[src/rtl/key_filter.sv]
`timescale 1ns/1ps
// key_filter: 2-flop synchronizer plus a 4-state debounce FSM for an active-low push-button.
// Emits registered press/release pulses, a debounced level and a wrapping press count.
module key_filter #(
  parameter int unsigned CNT_MAX = 999_999,
  parameter int unsigned CNT_W   = 20
) (
  input  logic       sys_clk,
  input  logic       sys_rst,
  input  logic       key_in,
  output logic       key_flag,
  output logic       key_release,
  output logic       key_state,
  output logic [7:0] key_press_cnt
);

  localparam logic [1:0] IDLE    = 2'd0;
  localparam logic [1:0] FILT_DN = 2'd1;
  localparam logic [1:0] DOWN    = 2'd2;
  localparam logic [1:0] FILT_UP = 2'd3;

  localparam logic [CNT_W-1:0] CNT_LAST = CNT_W'(CNT_MAX - 1);

  logic             key_s1;
  logic             key_sync;
  logic [1:0]       state;
  logic [1:0]       state_nxt;
  logic [CNT_W-1:0] cnt;
  logic [CNT_W-1:0] cnt_nxt;
  logic             flag_nxt;
  logic             release_nxt;
  logic             level_nxt;
  logic [7:0]       press_cnt_nxt;

  // Synchronizer resets to the released level so reset release alone never looks like a press.
  always_ff @(posedge sys_clk or posedge sys_rst) begin
    if (sys_rst) begin
      key_s1   <= 1'b1;
      key_sync <= 1'b1;
    end else begin
      key_s1   <= key_in;
      key_sync <= key_s1;
    end
  end

  always_comb begin
    state_nxt     = state;
    cnt_nxt       = '0;
    flag_nxt      = 1'b0;
    release_nxt   = 1'b0;
    level_nxt     = key_state;
    press_cnt_nxt = key_press_cnt;
    case (state)
      IDLE: begin
        if (!key_sync) state_nxt = FILT_DN;
      end
      FILT_DN: begin
        if (key_sync) begin
          state_nxt = IDLE;
        end else if (cnt == CNT_LAST) begin
          state_nxt     = DOWN;
          flag_nxt      = 1'b1;
          level_nxt     = 1'b1;
          press_cnt_nxt = key_press_cnt + 8'd1;
        end else begin
          cnt_nxt = cnt + 1'b1;
        end
      end
      DOWN: begin
        if (key_sync) state_nxt = FILT_UP;
      end
      FILT_UP: begin
        if (!key_sync) begin
          state_nxt = DOWN;
        end else if (cnt == CNT_LAST) begin
          state_nxt   = IDLE;
          release_nxt = 1'b1;
          level_nxt   = 1'b0;
        end else begin
          cnt_nxt = cnt + 1'b1;
        end
      end
      default: state_nxt = IDLE;
    endcase
  end

  always_ff @(posedge sys_clk or posedge sys_rst) begin
    if (sys_rst) begin
      state         <= IDLE;
      cnt           <= '0;
      key_flag      <= 1'b0;
      key_release   <= 1'b0;
      key_state     <= 1'b0;
      key_press_cnt <= '0;
    end else begin
      state         <= state_nxt;
      cnt           <= cnt_nxt;
      key_flag      <= flag_nxt;
      key_release   <= release_nxt;
      key_state     <= level_nxt;
      key_press_cnt <= press_cnt_nxt;
    end
  end

endmodule

[config.mk]
export PLATFORM = sky130hd
export DESIGN_NAME = key_filter
export DESIGN_NICKNAME = d
export VERILOG_FILES = /design/src/rtl/key_filter.sv
export SDC_FILE = /design/constraint.sdc
export NUM_CORES = 1
export LEC_CHECK = 0
export ABC_AREA = 1
export CAP_MARGIN = 5
export CORE_AREA = 2 2 81 83
export CTS_BUF_LIST = sky130_fd_sc_hd__clkbuf_2
export DETAILED_ROUTE_END_ITERATION = 8
export DIE_AREA = 0 0 83 85
export PLACE_DENSITY = 0.63
export SLEW_MARGIN = 20
export SYNTH_ARGS = -nofsm -noshare
export SYNTH_HDL_FRONTEND = slang
export SYNTH_SLANG_ARGS = --single-unit
[constraint.sdc]
create_clock -name sys_clk -period 3 [get_ports sys_clk]
set_clock_uncertainty 0.05 [all_clocks]
set_input_delay 0.75 -clock sys_clk [delete_from_list [all_inputs] [get_ports sys_clk]]
set_output_delay 0.75 -clock sys_clk [all_outputs]
set_load 0.01 [all_outputs]
---- After elaboration in Yosys (flattened, before gate mapping) ----
Index checks and enable logic that the tools add are counted.
Widths: inputs -> output; s select.
operators by class
  equal/unequal tests ..................... 12
  multiplexer cells ....................... 21
  add/sub/neg operators ................... 2
  reductions and logical operators ........ 5
  bitwise logic cells ..................... 1
operators with widths
  kind                   number
  $mux 20                3
  $pmux 20 s2            1
  $add 20x1->20 const B  1
  $eq 20x20->1 const B   1
  $mux 2                 6
  $ne 2x2->1 const B     6
  $mux 1                 9
  $add 8x1->8 const B    1
  $pmux 2 s4             1
  $ne 3x3->1 const B     2
  $reduce_and 5->1       1
  $eq 2x2->1 const B     2
  $reduce_and 4->1       1
  $reduce_and 3->1       1
  $eq 2x1->1 const B     1
  $logic_not 2->1        1
  $pmux 1 s2             1
  $reduce_bool 2->1      1
  $not 1->1              1
word-level totals
  register bits after elaboration ......... 35
  output and inout port bits .............. 11

---- Longest topological paths before layout ----
Gate-level depths: netlist of the first run.
  depth after elaboration ................. 4
  gate-level depth with buffers ........... 10

---- Worst setup path before layout of the first run ----
No wires, ideal clock.
  path kind ............................... register -> register
  start point ............................. register cnt[0]
  end point ............................... register cnt[5]
  arrival ................................. 1.207 ns
  setup slack ............................. 1.616 ns
  clock period less this slack ............ 1.384 ns
  path buffers ............................ 1
  library setup time ...................... 0.126 ns
  cell stages (with the launch flop) ...... 9
  required time ........................... 2.824 ns
  cells stage by stage .................... dfrtp_1 inv_1 ha_1 nand3_1 nor2_4 nand3_2 nand2_2 buf_6 nor3_2
between the ends
  longest elaborated chain between the ends .. 4
  elaborated cells between the ends (all ways) .. 6
  those cells by class .................... 1 x add/sub; 1 x eq/ne; 4 x mux
ends and longest elaborated chain
  element                                        RTL line  text
  start: declaration                             28        logic [CNT_W-1:0] cnt;
  start signal: assignment                       97        cnt <= cnt_nxt;
  $add 20x1->20 or $eq 20x20->1 (tied branches)  n/a
  $mux 20 (*)                                    60, 75
  $mux 20 (on tied branches)                     73, 58
  $pmux 20 s2 (*)                                53        case (state)
  via cnt_nxt[5]                                 29        logic [CNT_W-1:0] cnt_nxt;
The timed path passes the listed nets; every way through them passes the cells marked *.
A chain may end at the register's enable or synchronous reset.

---- Worst setup path in the final report of the first run ----
  start point ............................. register key_press_cnt[5]
  end point ............................... output port key_press_cnt[5]
RTL lines
  element                   RTL line  text
  start: declaration        14        output logic [7:0] key_press_cnt
  start signal: assignment  101       key_press_cnt <= press_cnt_nxt;
No word-level cell between the ends.

==> metrics.md, run 1 <==
| Metric | Value |
|---|---|
| CP Launch Type | flop |
| Pin count of the biggest net entering global routing | 36 |
| #FFs+latches synth | 35 |
| CTS Hold Buffers Added | 0 |
| FF-to-FF setup slack | 1.23 ns |
| WP buf/inv | 1 |
| Critical R2R Capture | cnt[6] |
| CP required | ~2.2 ns |
| CTS Buf Count | 5 |
| Mapped Area | 2110 um^2 |
| First DRT Iteration DRCs | 33 |
| Mean post-synth cell area | 7.55 um^2 |
| Count of different cell masters after synthesis | 24 |
| PnR worst setup slack | 0.744 ns |
| Post-synthesis sequential area ratio | 0.416 |
| Initial antenna violation count | 0 |
| Setup violators final | 0 |
| Maxcap violations | 0 |
| Worst-Margin Slew | 0.605 ns |
| FMAX | 443 MHz |
| RSZ-0062 raised after global routing | false |
| Cell count of the worst hold path | 0 |
| Most common cell after layout, fill and taps aside | nand2_1 |
| Die area | between 7000 and 8000 um^2 |
| Sink Count | 35 |
| Critical path cell sequence | clkdlybuf4s50_1 |
| CTS tree | done |
| Final wirelength | 4180 um |
| Slew headroom | 0.595 |
| Avg WL per Cell | 11.1 um |
| Vias in the first global route | 1704 |
| Postcts setup bufs | 0 |
| Row cnt | 29 |
| Setup TNS | 0 ns |
| Outcome | completed |
| Htree depth | 2 |
| Power per Cell Area | around 310 nW/um^2 |
| Skew-Pair Late Insertion Delay | about 0.41 ns |
| Worst-path fanout max | 5 |
| Peak supply drop | about 0.26 mV |
| Total Routing Usage GR | 0.129 |
| Core Region | 6200 um^2 |
| LEAKAGE | between 1 and 1.5 nW |
| Syn nets | roughly 290 |
| CP max-delay cell | clkdlybuf4s50_1 |
| Cells after Synth | 280 |
| DRC violations left | 0 |
| Commonest cells after routing, fill and taps aside | 79 x nand2_1, 34 x nor2_1, 33 x dfrtp_1 |
| CTS Root Cell | clkbuf_2 |
| ANT nets after route | 0 |
| DRT Pass-1 Iters | 4 |
| Die width | 83 um |
| CP Capture Type | primary output |
| Endpoints failing hold | 0 |
| Min cycle time layout | 2.26 ns |
| Final period util | 0.752 |
| WHS Endpoint | key_sync |
| # resized after CTS | 0 |
| Initial Utilization | 0.341 |
| Filler cell count | 645 |
| CP delay by family, top | buffers and inverters |
| First-pass GRT wire length | 7360 um |
| Worst reg2reg path startpoint | cnt[0] |
| GRT overflow | 0 |
| Die H | 85 um |
| Pre-CTS setup slack | 1.22 ns |
| Routability cong. | between 0.8 and 0.9 |
| Layout cell share with drive strength beyond 1 | 0.203 |
| Max incr delay on CP | 0.56 ns |
| Crit path kind | reg2out |
| Critical Path AT | between 1 and 1.5 ns |
| Antenna Diode Count | 0 |
| Vias per Instance | 4.55 |
| Final Max Slew Viols | 0 |
| Clk slew on worst S/H paths | 0.21 ns |
| Synth Warn # | 0 |
| HP Class | reg2reg |
| FF-to-FF path depth | 7 |
| Final HPWL DP | 3150 um |
| Worst Hold Launch | key_s1 |
| DR vias | 1716 |
| I/O Pins | 14 |
| Area growth syn-to-layout | 12.1% |
| Final Net Count | 305 |
| PortBufs | 13 |
| Clock buffer depth | 2 |
==> routing by layer <==
layer  part of all wire  track usage
met1               0.51        0.167
met2               0.45        0.205
met3              0.025       0.0292
met4              0.018       0.0641
met5                  0            0
==> registers in the layout, indices dropped and copies added (netlist names), named ones only <==
register	flops
key_sync	1
key_state	1
state	1
key_press_cnt	8
cnt	20
key_flag	1
key_s1	1
key_release	1
==> stage by stage <==
step	total power, mW	cell area (um^2)	std cells	hold WS, ns	util
4_1_cts	0.751	2370	377	0.326	0.382
2_1_floorplan	0.511	2110	280	0.295	-
3_5_place_dp	0.518	2320	369	0.301	0.375
5_1_grt	0.769	2370	377	0.332	0.382
6_report	0.741	2370	377	0.325	0.382
3_3_place_gp	0.518	2320	369	0.296	0.375
==> cell type report <==
| type | count | area (um^2) | share of cell area |
|---|---|---|---|
| clock buffer | 5 | 25.0 | 0.0106 |
| clock inverter | 3 | 20.0 | 0.00845 |
| inverter | 40 | 151 | 0.0639 |
| multi-input combinational | 203 | 1060 | 0.448 |
| sequential | 35 | 878 | 0.371 |
| tap | 77 | 96.3 | 0.0407 |
| timing repair buffer | 14 | 138 | 0.0581 |
==> cell usage after synthesis <==
| library cell | number | area share |
|---|---|---|
| a21oi_1 | 1 | 0.0024 |
| a31oi_1 | 1 | 0.0030 |
| buf_6 | 2 | 0.011 |
| clkinv_2 | 1 | 0.0024 |
| dfrtp_1 | 33 | 0.39 |
| dfstp_2 | 2 | 0.025 |
| ha_1 | 3 | 0.018 |
| inv_1 | 31 | 0.055 |
| inv_2 | 8 | 0.014 |
| nand2_1 | 79 | 0.14 |
| nand2_2 | 5 | 0.015 |
| nand2_4 | 1 | 0.0053 |
| nand3_1 | 20 | 0.047 |
| nand3_2 | 2 | 0.0095 |
| nand4_1 | 6 | 0.018 |
| nor2_1 | 34 | 0.060 |
| nor2_2 | 23 | 0.068 |
| nor2_4 | 5 | 0.027 |
| nor3_1 | 4 | 0.0095 |
| nor3_2 | 5 | 0.024 |
| o21ai_0 | 1 | 0.0024 |
| o21bai_1 | 1 | 0.0036 |
| xnor2_1 | 5 | 0.021 |
| xor2_1 | 7 | 0.029 |
==> how the worst max path moves through the flow <==
stage          slack, ns                         end             start  depth (start not counted)
3_5_place_dp        1.22            key_press_cnt[5]  key_press_cnt[5]                          1
6_report            0.74            key_press_cnt[5]  key_press_cnt[5]                          1
5_1_grt             0.69            key_press_cnt[5]  key_press_cnt[5]                          1
2_1_floorplan       1.43  asynchronous set/reset pin           sys_rst                          1
4_1_cts             0.72            key_press_cnt[5]  key_press_cnt[5]                          1
3_3_place_gp        1.23            key_press_cnt[6]  key_press_cnt[6]                          1
==> cell families (layout without fill, tap and decap cells) <==
logic type,Yosys count,count (layout),share of synthesized area
compound gates,4,4,0.0112
flops,35,35,0.416
simple gates,184,184,0.423
xor+xnor,12,12,0.0497
fa+ha+maj,3,3,0.0178
buf+inv,42,62,0.0823
==> power by group <==
group	internal, mW	total, mW	switching, mW
clock network	0.0552	0.232	0.177
logic	0.00653	0.0290	0.0225
registers	0.477	0.480	0.00315
Power figures use the tool's default switching activity.
==> run 2, diff against run 1 <==
==> constraint.sdc (replaced) <==
create_clock -name sys_clk -period 2.35 [get_ports sys_clk]
set_clock_uncertainty 0.05 [all_clocks]
set_input_delay 0.5875 -clock sys_clk [delete_from_list [all_inputs] [get_ports sys_clk]]
set_output_delay 0.5875 -clock sys_clk [all_outputs]
set_load 0.01 [all_outputs]
==> run 2 against run 1 <==
  * Wire length up 0.74%
  * Flip-flop and latch count unchanged
  * Core utilization grew 0.77 points
  * First-iteration DRC count increased to 3.7 times the previous value
  * Sequential share of layout area down 0.73 points
  * Die area is the same
  * Power rose by 57%
  * Setup slack got worse by 0.48 ns
  * Sequential power grew 28%
==> metrics.md, run 2 (same netlist as run 1, synthesis figures left out) <==
| Metric | Value |
|---|---|
| Antenna Diode Count | 0 |
| Vias per Instance | 4.52 |
| Final Max Slew Viols | 0 |
| PnR worst setup slack | approximately 0.26 ns |
| LEAKAGE | 1.05 nW |
| Min cycle time layout | 2.09 ns |
| Power per Cell Area | 482 nW/um^2 |
| Postcts setup bufs | 0 |
| HP Class | reg2reg |
| PortBufs | 13 |
| Vias in the first global route | roughly 1800 |
| Maxcap violations | 0 |
| CTS Root Cell | clkbuf_2 |
| Area growth syn-to-layout | 14.4% |
| DRC violations left | 0 |
| CTS tree | done |
| Final Net Count | 305 |
| Most common cell after layout, fill and taps aside | nand2_1 |
| GRT overflow | 0 |
| First-pass GRT wire length | 7610 um |
| Crit path kind | reg2out |
| Skew-Pair Late Insertion Delay | about 0.40 ns |
| CP max-delay cell | clkdlybuf4s50_1 |
| Row cnt | 29 |
| Cell count of the worst hold path | 0 |
| FMAX | 480 MHz |
| Die width | 83 um |
| Max reg flops | 20 |
| Final wirelength | 4220 um |
| DRT Pass-1 Iters | 4 |
| Die area | 7060 um^2 |
| WP buf/inv | 1 |
| Area after DPL | 2320 um^2 |
| Critical R2R Capture | cnt[10] |
| Worst Hold Launch | key_s1 |
| Critical Path AT | 1.45 ns |
| DR vias | 1703 |
| RSZ-0062 raised after global routing | false |
| Dpl cells | 369 |
| ANT nets after route | 0 |
| Routability cong. | 0.845 |
| Endpoints failing hold | 0 |
| CP delay by family, top | buffers and inverters |
| Clk slew on worst S/H paths | 0.21 ns |
| First DRT Iteration DRCs | about 120 |
| CP Capture Type | primary output |
| Commonest cells after routing, fill and taps aside | 79 x nand2_1, 34 x nor2_1, 33 x dfrtp_1 |
| Avg WL per Cell | 11.2 um |
| Total Routing Usage GR | 0.132 |
| Post-route cell area | 2420 um^2 |
| Initial Utilization | 0.341 |
| Pre-CTS setup slack | 0.585 ns |
| CTS Buf Count | 5 |
| Pin count of the biggest net entering global routing | 36 |
| WHS Endpoint | key_sync |
| Regs by FF count | cnt (20), key_press_cnt (8) |
| FF-to-FF setup slack | 0.60 ns |
| Slew headroom | 0.600 |
| Worst-path fanout max | 5 |
| Outcome | completed |
| Critical path cell sequence | clkdlybuf4s50_1 |
| CP required | 1.71 ns |
| CTS Hold Buffers Added | 0 |
| CP Launch Type | flop |
| FF-to-FF path depth | 7 |
| Sink Count | 35 |
| # resized after CTS | 0 |
| I/O Pins | 14 |
| Reg with most FFs | cnt |
| Max incr delay on CP | 0.57 ns |
| Non-filler instance count after layout | ~380 |
| Setup TNS | 0 ns |
| Die H | between 80 and 90 um |
| Final period util | 0.887 |
| Worst-Margin Slew | between 0.5 and 0.6 ns |
| Worst reg2reg path startpoint | cnt[0] |
| Clock buffer depth | 2 |
| Htree depth | 2 |
| Layout cell share with drive strength beyond 1 | 0.203 |
| Initial antenna violation count | 0 |
| Core Region | 6200 um^2 |
| Setup violators final | 0 |
| Peak supply drop | 0.235 mV |
| Final HPWL DP | 3110 um |
[run 2: metal layers]
metal	track usage	routed length, um
met1	0.165	2020
met4	0.0581	33
met2	0.220	2070
met5	0	0
met3	0.0272	90
[run 2: worst register-to-register path: cells and delay by family (launching register included)]
| family | cells | cell delay, ns |
|---|---|---|
| flip-flops | 1 | 0.45 |
| adder cells (fa/ha/maj) | 1 | 0.18 |
| AND/OR/NAND/NOR | 5 | 0.90 |
| buffers and inverters | 1 | 0.07 |
[run 2: how the worst max path moves through the flow]
stage / startpoint / to / slack, ns / cells past startpoint
final: key_press_cnt[0] / key_press_cnt[0] / 0.26 / 1
after floorplan: sys_rst / asynchronous set/reset pin / 0.94 / 1
after global routing: key_press_cnt[0] / key_press_cnt[0] / 0.17 / 1
after detailed placement: cnt[0] / cnt[10] / 0.58 / 7
after CTS: key_press_cnt[0] / key_press_cnt[0] / 0.24 / 1
after global placement: cnt[0] / cnt[14] / 0.63 / 7
[run 2: area by class of cell]
type / count / area (um^2)
Fill cell: 646 / 3790
Timing Repair Buffer: 14 / 138
Clock buffer: 5 / 25.0
Inverter: 40 / 151
Tap cell: 77 / 96.3
Multi-Input combinational cell: 203 / 1060
Sequential cell: 35 / 878
Clock inverter: 3 / 67.6
[run 2: per-stage QoR]
step,utilization,total power [mW],hold slack (ns)
finish,0.390,1.16,0.321
floorplan,-,0.652,0.295
global route,0.390,1.21,0.328
global placement,0.375,0.661,0.296
CTS,0.390,1.18,0.324
detailed placement,0.375,0.661,0.297
[run 2: power by group]
part,internal [mW],leakage [nW],total [mW],switching [mW]
logic,0.00832,0.520,0.0365,0.0282
clock network,0.286,0.0492,0.515,0.229
registers,0.609,0.479,0.612,0.00373
total,0.903,1.05,1.16,0.261
==> run 3, diff against run 2 <==
--- a/config.mk
+++ b/config.mk
@@ -12,6 +12,7 @@
 export DETAILED_ROUTE_END_ITERATION = 8
 export DIE_AREA = 0 0 83 85
 export PLACE_DENSITY = 0.63
+export SKIP_CTS_REPAIR_TIMING = 1
 export SLEW_MARGIN = 20
 export SYNTH_ARGS = -nofsm -noshare
 export SYNTH_HDL_FRONTEND = slang
==> results of run 3 <==
Final layout, timing and power as in run 2 (identical DEF).
